$ cat src/rtl/key_debounce_pkg.sv
// Shared definitions for the key debouncer: channel FSM encoding and ms-to-cycles helper.
package key_debounce_pkg;

  typedef enum logic [1:0] {
    StIdle     = 2'd0,
    StPressDeb = 2'd1,
    StHeld     = 2'd2,
    StRelDeb   = 2'd3
  } deb_state_e;

  // Cycles in a window of ms milliseconds at clk_fre Hz.
  function automatic int unsigned ms_to_cyc(input int unsigned clk_fre, input int unsigned ms);
    return clk_fre / 1000 * ms;
  endfunction

  function automatic int unsigned max3(input int unsigned a, input int unsigned b,
                                       input int unsigned c);
    int unsigned m;
    m = (a > b) ? a : b;
    return (m > c) ? m : c;
  endfunction

endpackage

$ cat src/rtl/key_debounce_ch.sv
// Single key channel: 2-flop synchronizer, debounce FSM, hold/repeat counters.
module key_debounce_ch
  import key_debounce_pkg::*;
#(
  parameter int unsigned DEB_CNT  = 4,
  parameter int unsigned LONG_CNT = 20,
  parameter int unsigned REP_CNT  = 5,
  parameter int unsigned CW       = 6
) (
  input  logic clk,
  input  logic rstn,
  input  logic key_in,
  output logic key_state,
  output logic key_press,
  output logic key_repeat,
  output logic key_release
);

  localparam logic [CW-1:0] DebLast  = CW'(DEB_CNT - 1);
  localparam logic [CW-1:0] LongCnt  = CW'(LONG_CNT);
  localparam logic [CW-1:0] LongLast = CW'(LONG_CNT - 1);
  localparam logic [CW-1:0] RepLast  = CW'(REP_CNT - 1);

  logic       sync1_q, sync2_q;
  deb_state_e state_q, state_d;
  logic [CW-1:0] deb_q, deb_d;
  logic [CW-1:0] hold_q, hold_d;
  logic [CW-1:0] rep_q, rep_d;
  logic level_q, level_d;
  logic press_q, press_d;
  logic repeat_q, repeat_d;
  logic release_q, release_d;

  // Synchronize the raw pin; reset value 1 means released.
  always_ff @(posedge clk or negedge rstn) begin
    if (!rstn) begin
      sync1_q <= 1'b1;
      sync2_q <= 1'b1;
    end else begin
      sync1_q <= key_in;
      sync2_q <= sync1_q;
    end
  end

  // FSM state, counters and registered outputs.
  always_ff @(posedge clk or negedge rstn) begin
    if (!rstn) begin
      state_q   <= StIdle;
      deb_q     <= '0;
      hold_q    <= '0;
      rep_q     <= '0;
      level_q   <= 1'b0;
      press_q   <= 1'b0;
      repeat_q  <= 1'b0;
      release_q <= 1'b0;
    end else begin
      state_q   <= state_d;
      deb_q     <= deb_d;
      hold_q    <= hold_d;
      rep_q     <= rep_d;
      level_q   <= level_d;
      press_q   <= press_d;
      repeat_q  <= repeat_d;
      release_q <= release_d;
    end
  end

  // Next-state logic; sync2_q low means the key is pressed.
  always_comb begin
    state_d   = state_q;
    deb_d     = deb_q;
    hold_d    = hold_q;
    rep_d     = rep_q;
    level_d   = level_q;
    press_d   = 1'b0;
    repeat_d  = 1'b0;
    release_d = 1'b0;
    unique case (state_q)
      StIdle: begin
        if (!sync2_q) begin
          state_d = StPressDeb;
          deb_d   = '0;
        end
      end
      StPressDeb: begin
        if (sync2_q) begin
          state_d = StIdle;
        end else if (deb_q == DebLast) begin
          state_d = StHeld;
          press_d = 1'b1;
          level_d = 1'b1;
          hold_d  = '0;
          rep_d   = '0;
        end else begin
          deb_d = deb_q + 1'b1;
        end
      end
      StHeld: begin
        if (sync2_q) begin
          state_d = StRelDeb;
          deb_d   = '0;
        end else if (hold_q != LongCnt) begin
          // Hold counter saturates at LONG_CNT; the repeat counter takes over from there.
          hold_d = hold_q + 1'b1;
          if (hold_q == LongLast) begin
            repeat_d = 1'b1;
          end
        end else if (rep_q == RepLast) begin
          rep_d    = '0;
          repeat_d = 1'b1;
        end else begin
          rep_d = rep_q + 1'b1;
        end
      end
      StRelDeb: begin
        // Hold/repeat counters are left untouched so a release glitch resumes the hold.
        if (!sync2_q) begin
          state_d = StHeld;
        end else if (deb_q == DebLast) begin
          state_d   = StIdle;
          release_d = 1'b1;
          level_d   = 1'b0;
        end else begin
          deb_d = deb_q + 1'b1;
        end
      end
      default: state_d = StIdle;
    endcase
  end

  assign key_state   = level_q;
  assign key_press   = press_q;
  assign key_repeat  = repeat_q;
  assign key_release = release_q;

endmodule

$ cat src/rtl/key_debounce.sv
// Multi-channel key debouncer with press/repeat/release pulses.
module key_debounce
  import key_debounce_pkg::*;
#(
  parameter logic [25:0] CLK_FRE = 26'd27_000_000,
  parameter int unsigned KEY_N   = 3,
  parameter int unsigned DEB_MS  = 20,
  parameter int unsigned LONG_MS = 1000,
  parameter int unsigned REP_MS  = 200
) (
  input  logic             clk,
  input  logic             rstn,
  input  logic [KEY_N-1:0] key_in,
  output logic [KEY_N-1:0] key_state,
  output logic [KEY_N-1:0] key_press,
  output logic [KEY_N-1:0] key_repeat,
  output logic [KEY_N-1:0] key_release,
  output logic [KEY_N-1:0] key_act
);

  localparam int unsigned DEB_CNT  = ms_to_cyc(32'(CLK_FRE), DEB_MS);
  localparam int unsigned LONG_CNT = ms_to_cyc(32'(CLK_FRE), LONG_MS);
  localparam int unsigned REP_CNT  = ms_to_cyc(32'(CLK_FRE), REP_MS);
  localparam int unsigned CW       = $clog2(max3(DEB_CNT, LONG_CNT, REP_CNT)) + 1;

  for (genvar i = 0; i < KEY_N; i++) begin : g_ch
    key_debounce_ch #(
      .DEB_CNT  (DEB_CNT),
      .LONG_CNT (LONG_CNT),
      .REP_CNT  (REP_CNT),
      .CW       (CW)
    ) u_ch (
      .clk         (clk),
      .rstn        (rstn),
      .key_in      (key_in[i]),
      .key_state   (key_state[i]),
      .key_press   (key_press[i]),
      .key_repeat  (key_repeat[i]),
      .key_release (key_release[i])
    );
  end

  // Both inputs are registered, so key_act has no path from key_in.
  assign key_act = key_press | key_repeat;

endmodule

$ cat config.mk
export PLATFORM = sky130hd
export DESIGN_NAME = key_debounce
export DESIGN_NICKNAME = d
export VERILOG_FILES = /design/src/rtl/key_debounce_pkg.sv /design/src/rtl/key_debounce_ch.sv /design/src/rtl/key_debounce.sv
export SDC_FILE = /design/constraint.sdc
export NUM_CORES = 1
export LEC_CHECK = 0
export CORE_MARGIN = 3
export CORE_UTILIZATION = 40
export DETAILED_ROUTE_END_ITERATION = 10
export PLACE_DENSITY_LB_ADDON = 0.1
export SETUP_SLACK_MARGIN = 0.3
export SKIP_CTS_REPAIR_TIMING = 1
export SLEW_MARGIN = 20
export SYNTH_ARGS = -nofsm -noshare
export SYNTH_HDL_FRONTEND = slang
export SYNTH_SLANG_ARGS = --single-unit
$ cat constraint.sdc
create_clock -name clk -period 2.46 [get_ports clk]
set_clock_uncertainty 0.1 [all_clocks]
set_input_delay 0.738 -clock clk [delete_from_list [all_inputs] [get_ports clk]]
set_output_delay 0.738 -clock clk [all_outputs]
set_load 0.05 [all_outputs]
After elaboration in Yosys (flattened, before gate mapping). Index checks and enable logic that the tools add are counted.

Input bits: 5. Register bits after elaboration: 258.

Reductions and logical operators: 24. $add $sub $neg: 9. Bitwise operators: 1. Eq/ne operators: 54. Mux-type cells: 111.

Operators by type and width (number): 26-bit 2-to-1 mux (36); 26-bit one-hot mux with 2 select lines (6); 26-bit one-hot mux with 4 select lines (3); 26-bit by 1-bit adder with 26-bit output (second input constant) (9); 26-bit by 20-bit == test with 1-bit output (second input constant) (3); 26-bit by 23-bit == test with 1-bit output (second input constant) (3); 26-bit by 25-bit == test with 1-bit output (second input constant) (3); 26-bit by 25-bit inequality test with 1-bit output (second input constant) (3); 5-bit AND reduction (9); 1-bit 2-to-1 mux (42); 2-bit 2-to-1 mux (18); 2-bit by 1-bit inequality test with 1-bit output (second input constant) (15); 2-bit inequality test (second input constant) (12); 2-bit one-hot mux with 4 select lines (3); 4-bit AND reduction (6); 2-bit == test (second input constant) (6); 2-bit nonzero test (6); 3-bit by 1-bit inequality test with 1-bit output (second input constant) (3); 3-bit inequality test (second input constant) (3); 2-bit by 1-bit == test with 1-bit output (second input constant) (3); 2-bit logical NOT (3); 1-bit one-hot mux with 2 select lines (3); 3-bit OR (1).

Depth between registers and ports, before layout. Gate-level depths: netlist (run 1).

Depth after elaboration: 5. Depth in mapped cells: 9.

Cells and area by module. Synthesis (run 1) repeated with hierarchy kept, for this count alone.

Cells, all modules: 1703. Area, all modules: 15068.2 um2.

By module, submodules not included: key_debounce_ch at g_ch[0].u_ch ... (times used 2, sequential area each 2154.6 um2, area an instance 4952.2 um2, cells each 557); key_debounce_ch at g_ch[2].u_ch (times used 1, sequential area each 2154.6 um2, area an instance 5144.9 um2, cells each 586); key_debounce (times used 1, sequential area each 0.0 um2, area an instance 18.8 um2, cells each 3).

Worst setup path after synthesis (run 1). Ideal clock, no wire load.

Path type: register -> register. Start point: reg g_ch[2].u_ch.hold_q[21]. End point: reg g_ch[2].u_ch.rep_q[15]. Period minus slack after synthesis: 2.313 ns. Data required time: 2.238 ns. Setup time: 0.122 ns. Setup slack: 0.147 ns. Arrival: 2.092 ns. Stages on the path, launching flop included: 7. Path through: dfrtp_1 > or4b_4 > or4_4 > nor3_2 > o21ai_2 > a21o_1 > a32o_1.

Cells in the longest elaborated chain, start to end: 3.

Ends and longest elaborated chain: start, declared (line key_debounce_ch.sv:27) `logic [CW-1:0] hold_q, hold_d;`; start signal, assigned (line key_debounce_ch.sv:59) `hold_q <= hold_d;`; 26-bit by 25-bit inequality test with 1-bit output (line key_debounce_ch.sv:102) `end else if (hold_q != LongCnt) begin`; 2-bit inequality test (no source line); 5-bit AND reduction (no source line); end signal, assigned (line key_debounce_ch.sv:60) `rep_q <= rep_d;`; end, declared (line key_debounce_ch.sv:28) `logic [CW-1:0] rep_q, rep_d;`.

Every way passes these cells. A chain may end at the register's enable or synchronous reset.

Worst setup path after layout (run 1).
Start point: reg g_ch[2].u_ch.hold_q[25]. End point: reg g_ch[2].u_ch.hold_q[8].

Cells in the longest elaborated chain, start to end: 3.

Ends and longest elaborated chain (line): 26-bit by 25-bit inequality test with 1-bit output (key_debounce_ch.sv:102); 2-bit by 1-bit inequality test with 1-bit output (no source line); 5-bit AND reduction (no source line).

Every way passes these cells.

==> flow_summary.toml, run 1 <==
[outcome]
status = "finished clean"

[synth]
post_synth.cell_area_avg_um2 = 8.68
synth_cells = 1654
ys_ff_latch = 258
yosysSeqAreaShare_pct = 45.0
synth_ff_type = "dfrtp_1"
synth.distinct_cells = 81
synthesis.nets = 1671
synth_warnings = 0
syn_area_um2 = 14400
async_reset_ff_share_pct = 100
synth-edff-count = 0

[grt]
antenna_found_initial = 0
grt_overflow_total = 0
grt_pass1_vias = 12100
grt_util_all_layers_pct = 18.8
grt_max_degree = 52
grt_pass1_wl_mm = 61.8

[routing]
viasPerCell = 5.69
wl_mm = 38.9
ant_nets = 0
wl_per_cell_um = 16.9
drc = 0
first_iter_violations = 679
drt_first_pass_iters = 5
vias = 13100

[worst_setup_path]
required_ns = 2.84
start_kind = "flop"
path_class = "flop to flop"
worst_setup_path_end_kind = "flop"
path_max_fanout = 11
cp.arrival_ns = 2.70

[pwr]
p_sw_w = 0.00204
pwr-share-seq_pct = 46.8
intPower_w = 0.00716
pwr_density_cell_nw_per_um2 = 490
p_comb_share_pct = 2.8
power.leakage_nw = 7.76
p_sw_share_pct = 22.2
p_clk_share_pct = 50.3
ir_drop_mv = 0.548
power_w = 0.00920

[layout]
drive_gt1_share_pct = 27.0
multi_input_area_um2 = 8550
reg.largest.list = "g_ch.u_ch.deb_q x78, g_ch.u_ch.hold_q x78, g_ch.u_ch.rep_q x78"
final-seq-area_um2 = 6480
nFillCells = 3160
area_growth_pct = 30.7
nNetsFinal = 1845
antennaDiodeCount = 0

[floorplanning]
die_area_um2 = 38200
start_util_pct = 41.1
die_w_um = 195
io_pins = 20
coreArea_um2 = 35000
die_h_um = 195
rows = 68

[timing]
slew-limit-headroom_pct = 53.0
fin_ws_ns = 0.141
hold_viol_final = 0
setup_viol = 0
period_share_pct = 94.3
rsz0062_at_grt = "true"
post-route-min-period_ns = 2.32
finalMaxSlewViolations = 0
hold_slack_ns = 0.00433
tns_ns = 0
tightest_slew_ns = 0.702
timing.fmax_mhz = 431

[placement]
portBuffers = 19
place_ws_ns = 0.00648
place_congestion = 0.820
hpwl_mm = 24.7

[clocking]
htree_levels = 1
cts_tree = "done"
clk_pin_slew_ns = 0.06
clock_latency_ns = 0.57
cts_root_buffer = "clkbuf_16"
cts_buffers = 31
clock_sinks = 258
cts_max_path_buffers = 3

[run]
maxCapViolCount = 0

[worst_hold_path]
hp-class = "input pin to async pin"
[cell type report]
type	instances	area share, %
Clock inverter	13	0.767
Clock buffer	44	4.71
Timing Repair Buffer	217	10.6
Sequential cell	258	34.5
Inverter	39	0.807
Multi-Input combinational cell	1281	45.5
Tap cell	455	3.03
[cell families (layout without fill, tap and decap cells)]
logic type	count (synthesis)	count (layout)	synth area share, %
adders and majority gates	12	12	1.05
xor gates and xnor gates	53	53	3.23
DFF	258	258	45.0
and+or+nand+nor	796	796	29.2
buffers and inverters	115	313	3.68
muxes	12	12	0.854
AOI/OAI and AO/OA	408	408	17.0
[power groups by stage]
stage / logic (W) / registers, W / clock network, W
final: 0.000260 / 0.00431 / 0.00463
after global routing: 0.000300 / 0.00431 / 0.00496
after CTS: 0.000257 / 0.00431 / 0.00478
after detailed placement: 0.000256 / 0.00438 / 0
after global placement: 0.000253 / 0.00438 / 0
after floorplan: 0.0000881 / 0.00438 / 0
[layout by cell type (no fill, tap or decap), types with 9 or more instances in the layout]
cell type,instances
dfrtp_1,238
nor2_1,164
nand2_1,160
buf_4,150
nand3_1,95
a21oi_1,70
nand4_1,69
o21ai_0,67
o21ai_1,64
a31oi_1,46
nor3_1,45
o21ai_2,45
and3_1,42
inv_1,35
clkbuf_16,35
buf_6,30
xor2_1,29
xnor2_1,23
and2_1,22
and4_1,18
o31ai_1,18
nor4_1,17
nor2_2,15
or3_1,15
dfrtp_2,14
buf_12,13
clkbuf_2,11
nor2b_1,10
mux2i_1,10
nor4_2,9
o41ai_2,9
clkinv_2,9
[routing by layer]
metal	wire (um)	track usage, %	up-vias
met4	735	3.72	0
met1	18500	27.1	6417
met3	1260	2.78	47
met5	0	0	-
li1	-	-	6461
met2	18500	30.2	193
[worst max-delay path, stage by stage (launching register included)]
cell and delay (ns):
dfrtp_1 0.38, or4b_4 0.56, or4_4 0.45, buf_4 0.17
o21ai_4 0.14, buf_12 0.15, nand2_2 0.10, a31oi_1 0.19
[worst paths after layout]
check                                              from                       to  slack [ns]  depth (start not counted)
worst max-delay path            g_ch[2].u_ch.hold_q[25]   g_ch[2].u_ch.hold_q[8]        0.14                          7
worst min-delay path                               rstn  g_ch[2].u_ch.hold_q[15]       0.004                          1
worst max register to register  g_ch[2].u_ch.hold_q[25]   g_ch[2].u_ch.hold_q[8]        0.14                          7
worst min register to register     g_ch[2].u_ch.sync1_q     g_ch[2].u_ch.sync2_q        0.26                          0
max in group asynchronous                          rstn   g_ch[1].u_ch.hold_q[4]        1.61                          2
min in group clk                   g_ch[2].u_ch.sync1_q     g_ch[2].u_ch.sync2_q        0.26                          0
[cell usage after synthesis (all sizes together), types with 3 or more instances]
cell type,number,area share (%)
nor2,187,4.9
o21ai,181,6.4
o31ai,32,1.8
and2,24,1.0
a31oi,52,2.3
nor4b,18,1.1
dfrtp,252,44
nand2b,6,0.26
o211ai,3,0.16
a41oi,8,0.49
a21o,8,0.42
nand4,69,3.0
mux2i,10,0.70
a21oi,76,2.6
clkbuf,46,1.2
nand2,166,4.4
o41ai,15,0.97
xnor2,23,1.4
or2,9,0.39
and4,21,1.3
nor3,55,2.0
or4b,3,0.24
and3,44,1.9
or3,18,0.78
nor3b,8,0.42
dfstp,6,1.1
buf,30,1.4
nand3,101,3.6
nor4bb,10,0.70
o21a,9,0.47
ha,12,1.0
nor2b,12,0.52
xor2,30,1.8
or4,7,0.42
inv,39,1.0
nor4,31,1.8
[metrics by stage]
step | utilization, % | area (um2) | std cells
CTS | 48.3 | 16900 | 2235
detailed placement | 45.3 | 15900 | 2178
global placement | 45.3 | 15900 | 2178
finish | 53.7 | 18800 | 2307
floorplan | - | 14400 | 1654
global route | 53.7 | 18800 | 2307
Note: power is estimated with default switching activity, not from simulation.
==> run 2, diff against run 1 <==
--- a/config.mk
+++ b/config.mk
@@ -6,7 +6,7 @@
 export NUM_CORES = 1
 export LEC_CHECK = 0
 export CORE_MARGIN = 3
-export CORE_UTILIZATION = 40
+export CORE_UTILIZATION = 60
 export DETAILED_ROUTE_END_ITERATION = 10
 export PLACE_DENSITY_LB_ADDON = 0.1
 export SETUP_SLACK_MARGIN = 0.3
==> constraint.sdc (replaced) <==
create_clock -name clk -period 2.9 [get_ports clk]
set_clock_uncertainty 0.1 [all_clocks]
set_input_delay 0.87 -clock clk [delete_from_list [all_inputs] [get_ports clk]]
set_output_delay 0.87 -clock clk [all_outputs]
set_load 0.05 [all_outputs]
==> run 2 against run 1 <==
Against the previous run: non-clock buffer count shrank 137; critical path depth unchanged; utilization up 16 points; worst setup slack improved by 0.24 ns; largest cell class unchanged.
==> flow_summary.toml, run 2 (synthesis gave the netlist of run 1 again) <==
[outcome]
status = "finished clean"

[layout]
drive_gt1_share_pct = 9.42
reg.largest.list = "g_ch.u_ch.deb_q x78, g_ch.u_ch.hold_q x78, g_ch.u_ch.rep_q x78"
final_cells = 2023
area_growth_pct = 12.2
final_cell_mix = "252 x dfrtp_1, 184 x nor2_1, 165 x nand2_1, 147 x o21ai_0, 98 x nand3_1"
nNetsFinal = 1707
final_common_cell = "dfrtp_1"
antennaDiodeCount = 0

[worst_setup_path]
path_max_fanout = 8
cp.arrival_ns = 2.83
slowest_stage = "or4b_4"
start_kind = "flop"
path_cells = "or4b_4, or4_4, nor3_4, o21ai_4, buf_4, o21ai_1, o31ai_1"
path_class = "flop to flop"
worst_setup_path_end_kind = "flop"
required_ns = 3.21
max_stage_delay_ns = 0.56

[run]
maxCapViolCount = 0

[clocking]
cts_root_buffer = "clkbuf_16"
clk_pin_slew_ns = 0.06
cts_buffers = 29
htree_levels = 1
clock_latency_ns = 0.54
cts_tree = "done"
clock_sinks = 258
cts_max_path_buffers = 3

[floorplanning]
die_w_um = 161
die_h_um = 161
io_pins = 20
coreArea_um2 = 23100
rows = 55
start_util_pct = 62.3
die_area_um2 = 25800

[placement]
place_ws_ns = 0.191
portBuffers = 19
place_congestion = 0.882
dp.cells = 1967
hpwl_mm = 22.5

[routing]
wl_mm = 33.4
first_iter_violations = 915
vias = 12700
wl_per_cell_um = 16.5
drt_first_pass_iters = 5
ant_nets = 0
viasPerCell = 6.26
drc = 0

[grt]
grt_pass1_vias = 11900
grt_util_met3_pct = 2.63
grt_util_all_layers_pct = 25.4
antenna_found_initial = 0
grtUsageMet1_pct = 36.9
grtUsageMet2_pct = 41.9
grt_overflow_total = 0
busiest_layer = "met2"
grt_max_degree = 80
grt_pass1_wl_mm = 57.1

[pwr]
power.leakage_nw = 6.92
ir_drop_mv = 0.530
pwr_density_cell_nw_per_um2 = 456

[timing]
finalMaxSlewViolations = 0
tightest_slew_ns = 0.773
timing.fmax_mhz = 397
slew-limit-headroom_pct = 48.4
hold_viol_final = 0
period_share_pct = 86.9
setup_viol = 0
post-route-min-period_ns = 2.52
rsz0062_at_grt = "true"
tns_ns = 0
fin_ws_ns = 0.379

[worst_hold_path]
hp-class = "input pin to async pin"
## run 2: changes by cell type in the layout (fill, tap and decap cells not counted), sizes merged
cell | previous run | this run
dlymetal6s2s | 0 | 15
clkinv | 10 | 7
clkbuf | 59 | 42
buf | 199 | 62
bufinv | 3 | 2
o21ai | 181 | 182
## run 2: layout make-up
cell class | count | area [um2]
multi-input cells | 1282 | 7470
fillers | 1809 | 6940
flip-flops and latches | 258 | 6460
clock buffers | 42 | 795
repair buffers | 80 | 757
well taps | 313 | 392
inverters | 39 | 146
clock inverters | 9 | 95.1
## run 2: layer usage
layer  part of all wire [%]  vias to the layer above
li1                       -                     6156
met1                     47                     6167
met2                     47                      303
met3                    4.5                       41
met4                    1.6                        0
met5                      0                        -
## run 2: power by group
group	switching (W)	total, W	internal, W
sequential	0.0000302	0.00366	0.00363
clock	0.00143	0.00349	0.00206
combinational	0.000137	0.000195	0.0000581
total	0.00160	0.00735	0.00575
## run 2: through the flow
stage	cell area [um2]	utilization, %	total power [W]	hold slack [ns]
finish	16100	69.9	0.00735	0.206
global route	16100	69.9	0.00760	0.254
CTS	16000	69.2	0.00741	0.247
detailed placement	15100	65.3	0.00392	0.247
global placement	15100	65.3	0.00391	0.246
floorplan	14400	-	0.00379	0.245
## run 2: critical path, delay by kind of cell, from the launching register on
kind / cells / cell delay [ns]
AOI/OAI and AO/OA: 3 / 0.39
and+or+nand+nor: 3 / 1.28
DFF: 1 / 0.43
buffers and inverters: 1 / 0.19
## run 2: path summary, 6_finish.rpt
| check | cells after the start | endpoint | start | slack [ns] |
|---|---|---|---|---|
| setup / recovery | 7 | g_ch[2].u_ch.rep_q[2] | g_ch[2].u_ch.hold_q[18] | 0.38 |
| hold / removal | 1 | g_ch[2].u_ch.deb_q[20] | rstn | 0.21 |
| setup reg to reg | 7 | g_ch[2].u_ch.rep_q[2] | g_ch[2].u_ch.hold_q[18] | 0.38 |
| hold reg to reg | 0 | g_ch[2].u_ch.sync2_q | g_ch[2].u_ch.sync1_q | 0.25 |
| max in group asynchronous | 2 | g_ch[0].u_ch.sync1_q | rstn | 1.72 |
| min in group clk | 0 | g_ch[2].u_ch.sync2_q | g_ch[2].u_ch.sync1_q | 0.25 |
